**src/rtl/seq_alu_pkg.sv**
```systemverilog
// seq_alu_pkg: shared op codes, FSM state encoding and decode helpers for the
// sequential RV32IM ALU (seq_alu) and its iterative mul/div engine.
package seq_alu_pkg;

  typedef enum logic [4:0] {
    OP_ADD    = 5'b00000,
    OP_SUB    = 5'b00001,
    OP_AND    = 5'b00010,
    OP_OR     = 5'b00011,
    OP_XOR    = 5'b00100,
    OP_SLT    = 5'b00101,
    OP_SLL    = 5'b00110,
    OP_SRL    = 5'b00111,
    OP_SRA    = 5'b01000,
    OP_SLTU   = 5'b01001,
    OP_MUL    = 5'b10000,
    OP_MULH   = 5'b10001,
    OP_MULHSU = 5'b10010,
    OP_MULHU  = 5'b10011,
    OP_DIV    = 5'b10100,
    OP_DIVU   = 5'b10101,
    OP_REM    = 5'b10110,
    OP_REMU   = 5'b10111
  } alu_op_e;

  typedef enum logic [1:0] {
    IDLE    = 2'b00,
    MULBUSY = 2'b01,
    DIVBUSY = 2'b10,
    DONE    = 2'b11
  } alu_state_e;

  // All 10xxx codes are multiply/divide/remainder.
  function automatic logic is_mdu_op(input logic [4:0] op);
    return op[4:3] == 2'b10;
  endfunction

  // Base ops occupy the contiguous range 0..9.
  function automatic logic is_base_op(input logic [4:0] op);
    return op < 5'd10;
  endfunction

endpackage

```
**src/rtl/seq_alu_mdu.sv**
```systemverilog
// seq_alu_mdu: iterative radix-2 multiply / restoring divide engine.
// Ports:
//   clk, rst_n      clock, asynchronous active-low reset
//   flush           abort the current operation
//   start           load operands and begin (op = low 3 bits of the M op code)
//   a, b            operands, sampled on start
//   busy            an operation is iterating
//   done            this cycle's edge performs the final iteration
//   result          sign-corrected final value, valid while done is high
module seq_alu_mdu #(
  parameter int XLEN = 32
) (
  input  logic            clk,
  input  logic            rst_n,
  input  logic            flush,
  input  logic            start,
  input  logic [2:0]      op,
  input  logic [XLEN-1:0] a,
  input  logic [XLEN-1:0] b,
  output logic            busy,
  output logic            done,
  output logic [XLEN-1:0] result
);

  localparam int CW = $clog2(XLEN) + 1;

  logic [CW-1:0]   cnt_q, cnt_d;
  logic            busy_q, busy_d;
  logic [XLEN-1:0] acc_q, acc_d;    // product high half / partial remainder
  logic [XLEN-1:0] sh_q, sh_d;      // multiplier then product low half / dividend then quotient
  logic [XLEN-1:0] opnd_q, opnd_d;  // multiplicand / divisor magnitude
  logic            div_q, div_d;
  logic            hi_q, hi_d;      // mul: return high half; div: return remainder
  logic            neg_q, neg_d;

  logic            a_neg, b_neg;
  logic [XLEN-1:0] a_mag, b_mag;
  logic [XLEN:0]   mul_sum, div_rs, div_diff;
  logic [XLEN-1:0] acc_n, sh_n, div_val;
  logic [2*XLEN-1:0] prod;

  always_comb begin
    // Operand signedness: DIV/REM signed, MUL/MULH both signed, MULHSU a only.
    a_neg = a[XLEN-1] & (op[2] ? ~op[0] : (op[1:0] != 2'b11));
    b_neg = b[XLEN-1] & (op[2] ? ~op[0] : ~op[1]);
    a_mag = a_neg ? -a : a;
    b_mag = b_neg ? -b : b;

    mul_sum  = {1'b0, acc_q} + (sh_q[0] ? {1'b0, opnd_q} : '0);
    div_rs   = {acc_q, sh_q[XLEN-1]};
    div_diff = div_rs - {1'b0, opnd_q};
    if (div_q) begin
      if (!div_diff[XLEN]) begin
        acc_n = div_diff[XLEN-1:0];
        sh_n  = {sh_q[XLEN-2:0], 1'b1};
      end else begin
        acc_n = div_rs[XLEN-1:0];
        sh_n  = {sh_q[XLEN-2:0], 1'b0};
      end
    end else begin
      acc_n = mul_sum[XLEN:1];
      sh_n  = {mul_sum[0], sh_q[XLEN-1:1]};
    end

    // Sign fix is applied to the values produced by the final iteration.
    prod    = {acc_n, sh_n};
    prod    = neg_q ? -prod : prod;
    div_val = hi_q ? acc_n : sh_n;
    div_val = neg_q ? -div_val : div_val;
    if (div_q) result = div_val;
    else       result = hi_q ? prod[2*XLEN-1:XLEN] : prod[XLEN-1:0];
  end

  always_comb begin
    cnt_d  = cnt_q;
    busy_d = busy_q;
    acc_d  = acc_q;
    sh_d   = sh_q;
    opnd_d = opnd_q;
    div_d  = div_q;
    hi_d   = hi_q;
    neg_d  = neg_q;
    if (flush) begin
      busy_d = 1'b0;
      cnt_d  = '0;
    end else if (start) begin
      busy_d = 1'b1;
      cnt_d  = CW'(XLEN);
      acc_d  = '0;
      div_d  = op[2];
      if (op[2]) begin
        sh_d   = a_mag;
        opnd_d = b_mag;
        hi_d   = op[1];
        neg_d  = op[1] ? a_neg : (a_neg ^ b_neg);
      end else begin
        sh_d   = b_mag;
        opnd_d = a_mag;
        hi_d   = op[1:0] != 2'b00;
        neg_d  = a_neg ^ b_neg;
      end
    end else if (busy_q) begin
      acc_d = acc_n;
      sh_d  = sh_n;
      cnt_d = cnt_q - CW'(1);
      if (cnt_q == CW'(1)) busy_d = 1'b0;
    end
  end

  always_ff @(posedge clk or negedge rst_n) begin
    if (!rst_n) begin
      cnt_q  <= '0;
      busy_q <= 1'b0;
      acc_q  <= '0;
      sh_q   <= '0;
      opnd_q <= '0;
      div_q  <= 1'b0;
      hi_q   <= 1'b0;
      neg_q  <= 1'b0;
    end else begin
      cnt_q  <= cnt_d;
      busy_q <= busy_d;
      acc_q  <= acc_d;
      sh_q   <= sh_d;
      opnd_q <= opnd_d;
      div_q  <= div_d;
      hi_q   <= hi_d;
      neg_q  <= neg_d;
    end
  end

  assign busy = busy_q;
  assign done = busy_q && (cnt_q == CW'(1));

endmodule

```
**src/rtl/seq_alu.sv**
```systemverilog
// seq_alu: multi-cycle RV32IM execute-stage ALU with valid/ready handshakes.
// Ports:
//   clk, rst_n            clock, asynchronous active-low reset
//   flush                 abort in-flight op and drop any held result
//   in_valid/in_ready     operand handshake (op, a, b)
//   out_valid/out_ready   result handshake (result, eq, lt, ltu, illegal)
//   eq/lt/ltu             a==b, signed a<b, unsigned a<b captured at accept
//   illegal               op code undefined, result forced to 0
module seq_alu
  import seq_alu_pkg::*;
#(
  parameter int XLEN = 32
) (
  input  logic            clk,
  input  logic            rst_n,
  input  logic            flush,
  input  logic            in_valid,
  output logic            in_ready,
  input  logic [4:0]      op,
  input  logic [XLEN-1:0] a,
  input  logic [XLEN-1:0] b,
  output logic            out_valid,
  input  logic            out_ready,
  output logic [XLEN-1:0] result,
  output logic            eq,
  output logic            lt,
  output logic            ltu,
  output logic            illegal
);

  localparam int SHW = $clog2(XLEN);

  alu_state_e      state_q, state_d;
  logic [XLEN-1:0] result_q, result_d;
  logic            eq_q, eq_d, lt_q, lt_d, ltu_q, ltu_d, illegal_q, illegal_d;

  logic            accept, op_legal, spec_hit, mdu_start, mdu_busy, mdu_done;
  logic [XLEN:0]   sub_ext;
  logic [XLEN-1:0] diff, base_res, spec_res, mdu_res;
  logic [SHW-1:0]  shamt;
  logic            ovf, flag_eq, flag_lt, flag_ltu;

  assign in_ready  = (state_q == IDLE) || ((state_q == DONE) && out_ready);
  assign accept    = in_valid && in_ready && !flush;
  assign op_legal  = is_base_op(op) || is_mdu_op(op);

  // Single subtractor feeds SUB and all three compare flags.
  assign sub_ext  = {1'b0, a} + {1'b0, ~b} + (XLEN+1)'(1);
  assign diff     = sub_ext[XLEN-1:0];
  assign ovf      = (a[XLEN-1] ^ b[XLEN-1]) & (diff[XLEN-1] ^ a[XLEN-1]);
  assign flag_lt  = diff[XLEN-1] ^ ovf;
  assign flag_ltu = ~sub_ext[XLEN];
  assign flag_eq  = (diff == '0);
  assign shamt    = b[SHW-1:0];

  always_comb begin
    base_res = '0;
    case (alu_op_e'(op))
      OP_ADD:  base_res = a + b;
      OP_SUB:  base_res = diff;
      OP_AND:  base_res = a & b;
      OP_OR:   base_res = a | b;
      OP_XOR:  base_res = a ^ b;
      OP_SLT:  base_res = {{(XLEN-1){1'b0}}, flag_lt};
      OP_SLL:  base_res = a << shamt;
      OP_SRL:  base_res = a >> shamt;
      OP_SRA:  base_res = $signed(a) >>> shamt;
      OP_SLTU: base_res = {{(XLEN-1){1'b0}}, flag_ltu};
      default: base_res = '0;
    endcase
  end

  // Divide-by-zero and signed overflow resolve at accept without iterating.
  always_comb begin
    spec_hit = 1'b0;
    spec_res = '0;
    if (is_mdu_op(op) && op[2]) begin
      if (b == '0) begin
        spec_hit = 1'b1;
        spec_res = op[1] ? a : '1;
      end else if (!op[0] && (a == {1'b1, {(XLEN-1){1'b0}}}) && (b == '1)) begin
        spec_hit = 1'b1;
        spec_res = op[1] ? '0 : a;
      end
    end
  end

  assign mdu_start = accept && is_mdu_op(op) && !spec_hit;

  seq_alu_mdu #(.XLEN(XLEN)) u_mdu (
    .clk    (clk),
    .rst_n  (rst_n),
    .flush  (flush),
    .start  (mdu_start),
    .op     (op[2:0]),
    .a      (a),
    .b      (b),
    .busy   (mdu_busy),
    .done   (mdu_done),
    .result (mdu_res)
  );

  always_comb begin
    state_d   = state_q;
    result_d  = result_q;
    eq_d      = eq_q;
    lt_d      = lt_q;
    ltu_d     = ltu_q;
    illegal_d = illegal_q;
    if (flush) begin
      state_d = IDLE;
    end else if (accept) begin
      eq_d      = flag_eq;
      lt_d      = flag_lt;
      ltu_d     = flag_ltu;
      illegal_d = !op_legal;
      if (!op_legal) begin
        result_d = '0;
        state_d  = DONE;
      end else if (mdu_start) begin
        state_d = op[2] ? DIVBUSY : MULBUSY;
      end else if (spec_hit) begin
        result_d = spec_res;
        state_d  = DONE;
      end else begin
        result_d = base_res;
        state_d  = DONE;
      end
    end else begin
      case (state_q)
        MULBUSY, DIVBUSY: begin
          if (mdu_busy && mdu_done) begin
            result_d = mdu_res;
            state_d  = DONE;
          end
        end
        DONE:    if (out_ready) state_d = IDLE;
        default: state_d = state_q;
      endcase
    end
  end

  always_ff @(posedge clk or negedge rst_n) begin
    if (!rst_n) begin
      state_q   <= IDLE;
      result_q  <= '0;
      eq_q      <= 1'b0;
      lt_q      <= 1'b0;
      ltu_q     <= 1'b0;
      illegal_q <= 1'b0;
    end else begin
      state_q   <= state_d;
      result_q  <= result_d;
      eq_q      <= eq_d;
      lt_q      <= lt_d;
      ltu_q     <= ltu_d;
      illegal_q <= illegal_d;
    end
  end

  assign out_valid = (state_q == DONE);
  assign result    = result_q;
  assign eq        = eq_q;
  assign lt        = lt_q;
  assign ltu       = ltu_q;
  assign illegal   = illegal_q;

endmodule

```
**config.mk**
```make
export PLATFORM = sky130hd
export DESIGN_NAME = seq_alu
export DESIGN_NICKNAME = d
export VERILOG_FILES = /design/src/rtl/seq_alu_pkg.sv /design/src/rtl/seq_alu_mdu.sv /design/src/rtl/seq_alu.sv
export SDC_FILE = /design/constraint.sdc
export NUM_CORES = 1
export LEC_CHECK = 0
export CORE_ASPECT_RATIO = 1.4
export CORE_MARGIN = 4
export CORE_UTILIZATION = 30
export CTS_CLUSTER_DIAMETER = 40
export DETAILED_ROUTE_END_ITERATION = 6
export PLACE_DENSITY = 0.46
export SLEW_MARGIN = 20
export SYNTH_ARGS = -nofsm -noshare
export SYNTH_HDL_FRONTEND = slang
export SYNTH_HIERARCHICAL = 1
export SYNTH_SLANG_ARGS = --single-unit
```
**constraint.sdc**
```tcl
create_clock -name clk -period 7.18 [get_ports clk]
set_input_delay 1.436 -clock clk [delete_from_list [all_inputs] [get_ports clk]]
set_output_delay 1.436 -clock clk [all_outputs]
set_load 0.02 [all_outputs]
```
== Yosys cells after proc, flatten, opt, wreduce, memory -nomap -nowiden ==
Index checks and enable logic that the tools add are counted.
Storage, ports and cells
  output and inout bits: 38
  latch bits: 0
  register bits: 144
  memory bits (writable): 0
  memory bits (read-only): 0
  memories kept: 0
Cells by class
  magnitude comparators: 1
  reductions and logical operators: 32
  div/mod/pow operators: 0
  equal/unequal tests: 20
  multipliers: 0
  add/subtract/negate cells: 10
  bitwise operators: 15
  shift-type cells: 3
  muxes and demuxes: 53
Operators by type and width (number)
  $mux 32: 27
  $pmux 32 s10: 1
  $neg 32->32: 3
  $eq 32x32->1 const B: 2
  $logic_not 32->1: 2
  $mux 64: 1
  $neg 64->64: 1
  $add 32x32->33: 1
  $add 32x33->33: 1
  $add 33x1->33 const B: 1
  $sub 33x32->33: 1
  $add 32x32->32: 1
  $and 32x32->32: 1
  $not 32->32: 1
  $or 32x32->32: 1
  $shl 32x5->32: 1
  $shr 32x5->32: 1
  $sshr 32x5->32: 1
  $xor 32x32->32: 1
  $eq 5x3->1 const B: 4
  $mux 6: 3
  $mux 2: 7
  $mux 1: 13
  $eq 5x2->1 const B: 2
  27 further kinds: 56

== Longest topological paths before layout ==
  word-level depth: 12
  mapped depth: 32

== By module ==
The synthesis kept the hierarchy.
By module, submodules not included
  seq_alu_mdu: times used 1, cells an instance 2323, area each 16335.7 sq um
  seq_alu: times used 1, cells an instance 1603, area each 11596.1 sq um

== Worst setup path after synthesis ==
Ideal clock, no wire load.
  path type: register -> register
  from: register u_mdu.sh_q[31]
  to: register result_q[28], in the netlist result[28]
  required time: 7.046 ns
  library setup time: 0.134 ns
  cell stages (with the launch flop): 33
  buffers on the path: 3
  period minus slack after synthesis: 6.599 ns
  path slack: 0.581 ns
  arrival: 6.464 ns
  path through: dfrtp_1 > clkbuf_1 > inv_1 > ha_1 > fa_1 > nor2b_4 > o31a_4 > o31ai_4 > a311o_2 > a21oi_2 > buf_4 > buf_6 > nor2_1 > a21oi_1 > ha_1 > o21a_1 > o211ai_1 > or2_2 > nor3_2 > nand4_1 > nor2_1 > nand3_1 > nand4b_2 > or3_4 > o31ai_2 > xnor2_1 > a221o_1 > nand2_1 > o211ai_1 > a21oi_1 > nand4_1 > a2111oi_0 > a21oi_1
On the way
  cells in the longest elaborated chain, start to end: 10
  elaborated cells between the ends (all ways): 15
  classes of those cells: 3 x add/sub; 12 x mux
RTL lines
  start, declared: RTL line seq_alu_mdu.sv:30  | logic [XLEN-1:0] sh_q, sh_d;
  start signal, assigned: RTL line seq_alu_mdu.sv:115  | sh_q <= '0;
  start signal, assigned: RTL line seq_alu_mdu.sv:124  | sh_q <= sh_d;
  $sub 33x32->33: RTL line seq_alu_mdu.sv:51  | div_diff = div_rs - {1'b0, opnd_q};
  $mux 1 / $mux 32 (equally long branches): RTL line seq_alu_mdu.sv:53  | if (!div_diff[XLEN]) begin
  $mux 32: RTL line seq_alu_mdu.sv:52  | if (div_q) begin
  $neg 64->64 / $mux 32 (equally long branches): RTL line seq_alu_mdu.sv:67, seq_alu_mdu.sv:68
  $mux 64 / $neg 32->32 (equally long branches): RTL line seq_alu_mdu.sv:67, seq_alu_mdu.sv:69
  $mux 32 (on tied branches): RTL line seq_alu_mdu.sv:71, seq_alu_mdu.sv:69
  $mux 32 (*): RTL line seq_alu_mdu.sv:70  | if (div_q) result = div_val;
  net mdu_res[28]: RTL line seq_alu.sv:39  | logic [XLEN-1:0] diff, base_res, spec_res, mdu_res;
  $mux 32 (*): RTL line seq_alu.sv:132  | if (mdu_busy && mdu_done) begin
  $mux 32 (*): RTL line seq_alu.sv:130  | case (state_q)
  $mux 32 (*): RTL line seq_alu.sv:112  | end else if (accept) begin
  end signal, assigned: RTL line seq_alu.sv:153  | result_q <= result_d;
  end, declared: RTL line seq_alu.sv:34  | logic [XLEN-1:0] result_q, result_d;
The timed path passes the listed nets; every way through them passes the cells marked *. The select of a mux whose other input is x is not followed.
A chain may end at the register's enable or synchronous reset.

== Final worst setup path ==
  from: register u_mdu.acc_q[28]
  to: register result_q[28], in the netlist result[28]
On the way
  cells in the longest elaborated chain, start to end: 10
  elaborated cells between the ends (all ways): 16
  classes of those cells: 4 x add/sub; 12 x mux
RTL lines
  start, declared: RTL line seq_alu_mdu.sv:29  | logic [XLEN-1:0] acc_q, acc_d;
  start signal, assigned: RTL line seq_alu_mdu.sv:114  | acc_q <= '0;
  start signal, assigned: RTL line seq_alu_mdu.sv:123  | acc_q <= acc_d;
  $sub 33x32->33: RTL line seq_alu_mdu.sv:51
  $mux 1 / $mux 32 (equally long branches): RTL line seq_alu_mdu.sv:53
  $mux 32: RTL line seq_alu_mdu.sv:52
  $neg 64->64 / $mux 32 (equally long branches): RTL line seq_alu_mdu.sv:67, seq_alu_mdu.sv:68
  $mux 64 / $neg 32->32 (equally long branches): RTL line seq_alu_mdu.sv:67, seq_alu_mdu.sv:69
  $mux 32 (on tied branches): RTL line seq_alu_mdu.sv:71, seq_alu_mdu.sv:69
  $mux 32 (*): RTL line seq_alu_mdu.sv:70
  net mdu_res[28]: RTL line seq_alu.sv:39
  $mux 32 (*): RTL line seq_alu.sv:132
  $mux 32 (*): RTL line seq_alu.sv:130
  $mux 32 (*): RTL line seq_alu.sv:112
Marked as above.

==> results.ini <==
[outcome]
status=completed

[routing]
drc_errors=0
drtIter0Drc=3190
vias_per_cell=6.18
drt_wl_total_um=165000
first_pass_iters=6
vias=32270
wl_per_cell_um=31.5
ant_nets=0

[synth]
synth_nets=4175
ys_async_sr_fraction_pct=100
netlist_instances=3926
ys_ff_latch=144
synth_cell_type_count=125
syn-cell-area_um2=27900
yosys_warnings=6
syn_avg_cell_area_um2=7.11
synth_flop_cell=dfrtp_1
synth_seq_area_share_pct=12.9
synth_edf_count=0

[worst_setup_path]
arrival_ns=7.08
cp_max_fo=8
crit_path_end_kind=register
rr_startpoint=u_mdu/acc_q[28]
criticalPathCategory=reg2reg
cp-start-kind=register
r2r_slack_ns=0.51
required_ns=7.59
crit_start=u_mdu/acc_q[28]

[global_route]
grt_pass1_wl_um=233000
track_usage_pct=32.5
overflow=0
grt_start_max_net_pins=80
antenna_found_initial=9
grt_pass1_vias=32384

[placement]
gp_congestion=0.997
dp_hpwl_um=134000
numPortBuffers=111

[clocking]
cts_max_level=4
numClockSinks=144
root_buffer=clkbuf_16
cts_resized=0
cts_buffers=17
cts_tree=built
clk_path_buf_depth=2
clock_latency_ns=0.53
path_clk_slew_ns=0.07

[pwr]
total_power_uw=12700
power_density_nw_per_um2=399
peakVddDrop_v=0.000221
p_leak_uw=0.0127

[sta]
setup_violations=0
worst_slew_pin_slew_ns=1.22
tns_ns=0
whs_ns=0.487
rsz0062_at_grt=false
max-slew-margin-rel_pct=17.7
min_period_over_period_pct=92.9
period_needed_ns=6.67
fmax_mhz=150
hold_viol=0
skew_ns=0.0149
final-max-slew-violation-count=0

[finish]
mostFrequentLayoutCells=400 x a21oi_1, 385 x nor2_1, 362 x nand2_1
drive_above_1_share_pct=12.2
fin_nets=4241
syn2layout_area_growth_pct=13.5
final_common_cell=a21oi_1

[floorplanning]
start_util_pct=30.2
dieArea_um2=98100
core_area_um2=92500
die_w_um=266
io_pins=112
rows=132
die_h_um=369

[worst_hold_path]
hold_start=result[7]
worstHoldPathType=reg2reg

[job]
cap_viol_max_count=0

Yosys cell counts (49+ instances only):
| library cell | count | area share [%] |
|---|---|---|
| clkbuf_1 | 194 | 2.6 |
| inv_1 | 157 | 2.1 |
| nor2_1 | 385 | 5.2 |
| mux2i_1 | 96 | 3.4 |
| dfrtp_1 | 144 | 13 |
| a31oi_1 | 50 | 1.1 |
| nand2_1 | 362 | 4.9 |
| nand4_1 | 49 | 1.1 |
| xnor2_1 | 131 | 4.1 |
| o21ai_0 | 308 | 5.5 |
| and2_1 | 62 | 1.4 |
| a21oi_1 | 401 | 7.2 |
| ha_1 | 170 | 7.6 |
| buf_2 | 56 | 1.0 |
| xor2_1 | 71 | 2.2 |
| nor3_1 | 133 | 2.4 |
| nand3_1 | 67 | 1.2 |
| o31ai_1 | 60 | 1.6 |
| a211oi_1 | 57 | 1.5 |
| mux4_2 | 50 | 4.0 |
where the power goes:
part           total (µW)  switching, µW  internal (µW)  leakage, µW
Combinational       10000           6600           3440       0.0106
Clock                 955            467            489     0.000278
Sequential           1660            516           1140      0.00187
final timing paths:
path / endpoint / depth (start not counted)
max: result[28] / 27
min: result[7] / 2
max reg2reg: result[28] / 27
min reg2reg: result[7] / 2
max in group asynchronous: u_mdu/neg_q / 2
min in group asynchronous: state_q[1] / 1
flip-flops by register name, summed over array words and instances, names as in the netlist:
register,count
u_mdu/neg_q,1
illegal,1
u_mdu/div_q,1
state_q,2
u_mdu/acc_q,32
eq,1
u_mdu/hi_q,1
u_mdu/cnt_q,6
u_mdu/busy,1
ltu,1
result,32
u_mdu/sh_q,32
lt,1
u_mdu/opnd_q,32
area by class of cell:
| type | count | area (µm²) |
|---|---|---|
| antenna | 7 | 17.5 |
| clock buffer | 18 | 439 |
| clock inverter | 14 | 134 |
| fill | 10131 | 60800 |
| inverter | 166 | 623 |
| multi-input combinational | 3308 | 22400 |
| sequential | 144 | 3610 |
| tap | 1206 | 1510 |
| timing repair buffer | 355 | 2980 |
critical path, cell delays in order, from the launching register on:
cell	delay, ns
dfrtp_1	0.45
ha_1	0.45
and4_1	0.33
nand2_1	0.12
o22ai_2	0.12
or3_4	0.43
o31ai_2	0.26
nor2_1	0.19
a21oi_1	0.20
ha_1	0.22
o21a_1	0.20
o211ai_1	0.21
or2_2	0.38
nor3_2	0.15
nand4_1	0.16
nor2_1	0.13
nand3_1	0.10
nand4b_2	0.33
or3_4	0.46
o31ai_2	0.21
xnor2_1	0.10
a221o_1	0.39
nand2_1	0.13
o211ai_1	0.12
a21oi_1	0.13
nand4_1	0.10
a2111oi_0	0.37
a21oi_1	0.12
metrics by stage:
stage	util (%)	cell area, µm²	cells	setup slack (ns)
after global routing	34.3	31700	5214	0.0151
final	34.3	31700	5218	0.507
after floorplan	-	27900	3926	0.581
after detailed placement	33.6	31100	5177	0.339
after CTS	34.2	31700	5209	0.436
after global placement	33.6	31100	5177	0.403
timing repair:
| action | in CTS | in global routing |
|---|---|---|
| buffers inserted | 0 | 2 |
| hold buffers | 0 | 0 |
| endpoints found under the setup margin | 0 | 1 |
layer usage:
layer | part of all wire (%) | GRT usage [%] | vias to the layer above
met5 | 0.0079 | 0 | -
met2 | 50 | 57.9 | 1324
met4 | 12 | 29.9 | 2
met1 | 34 | 32.3 | 15648
met3 | 4.7 | 4.65 | 583
li1 | - | - | 14713
kinds of logic (layout without fill, tap and decap cells):
group           after synthesis  after routing  synth area share (%)
flops                       144            144                  12.9
fa+ha+maj                   175            175                  7.97
xor+xnor                    202            202                  6.33
other cells                   0              7                     0
mux                         174            174                  8.60
simple gates               1395           1395                  25.1
buf+inv                     474            553                  7.24
compound gates             1362           1362                  31.9
No activity file was read; power rests on OpenSTA's default activity.
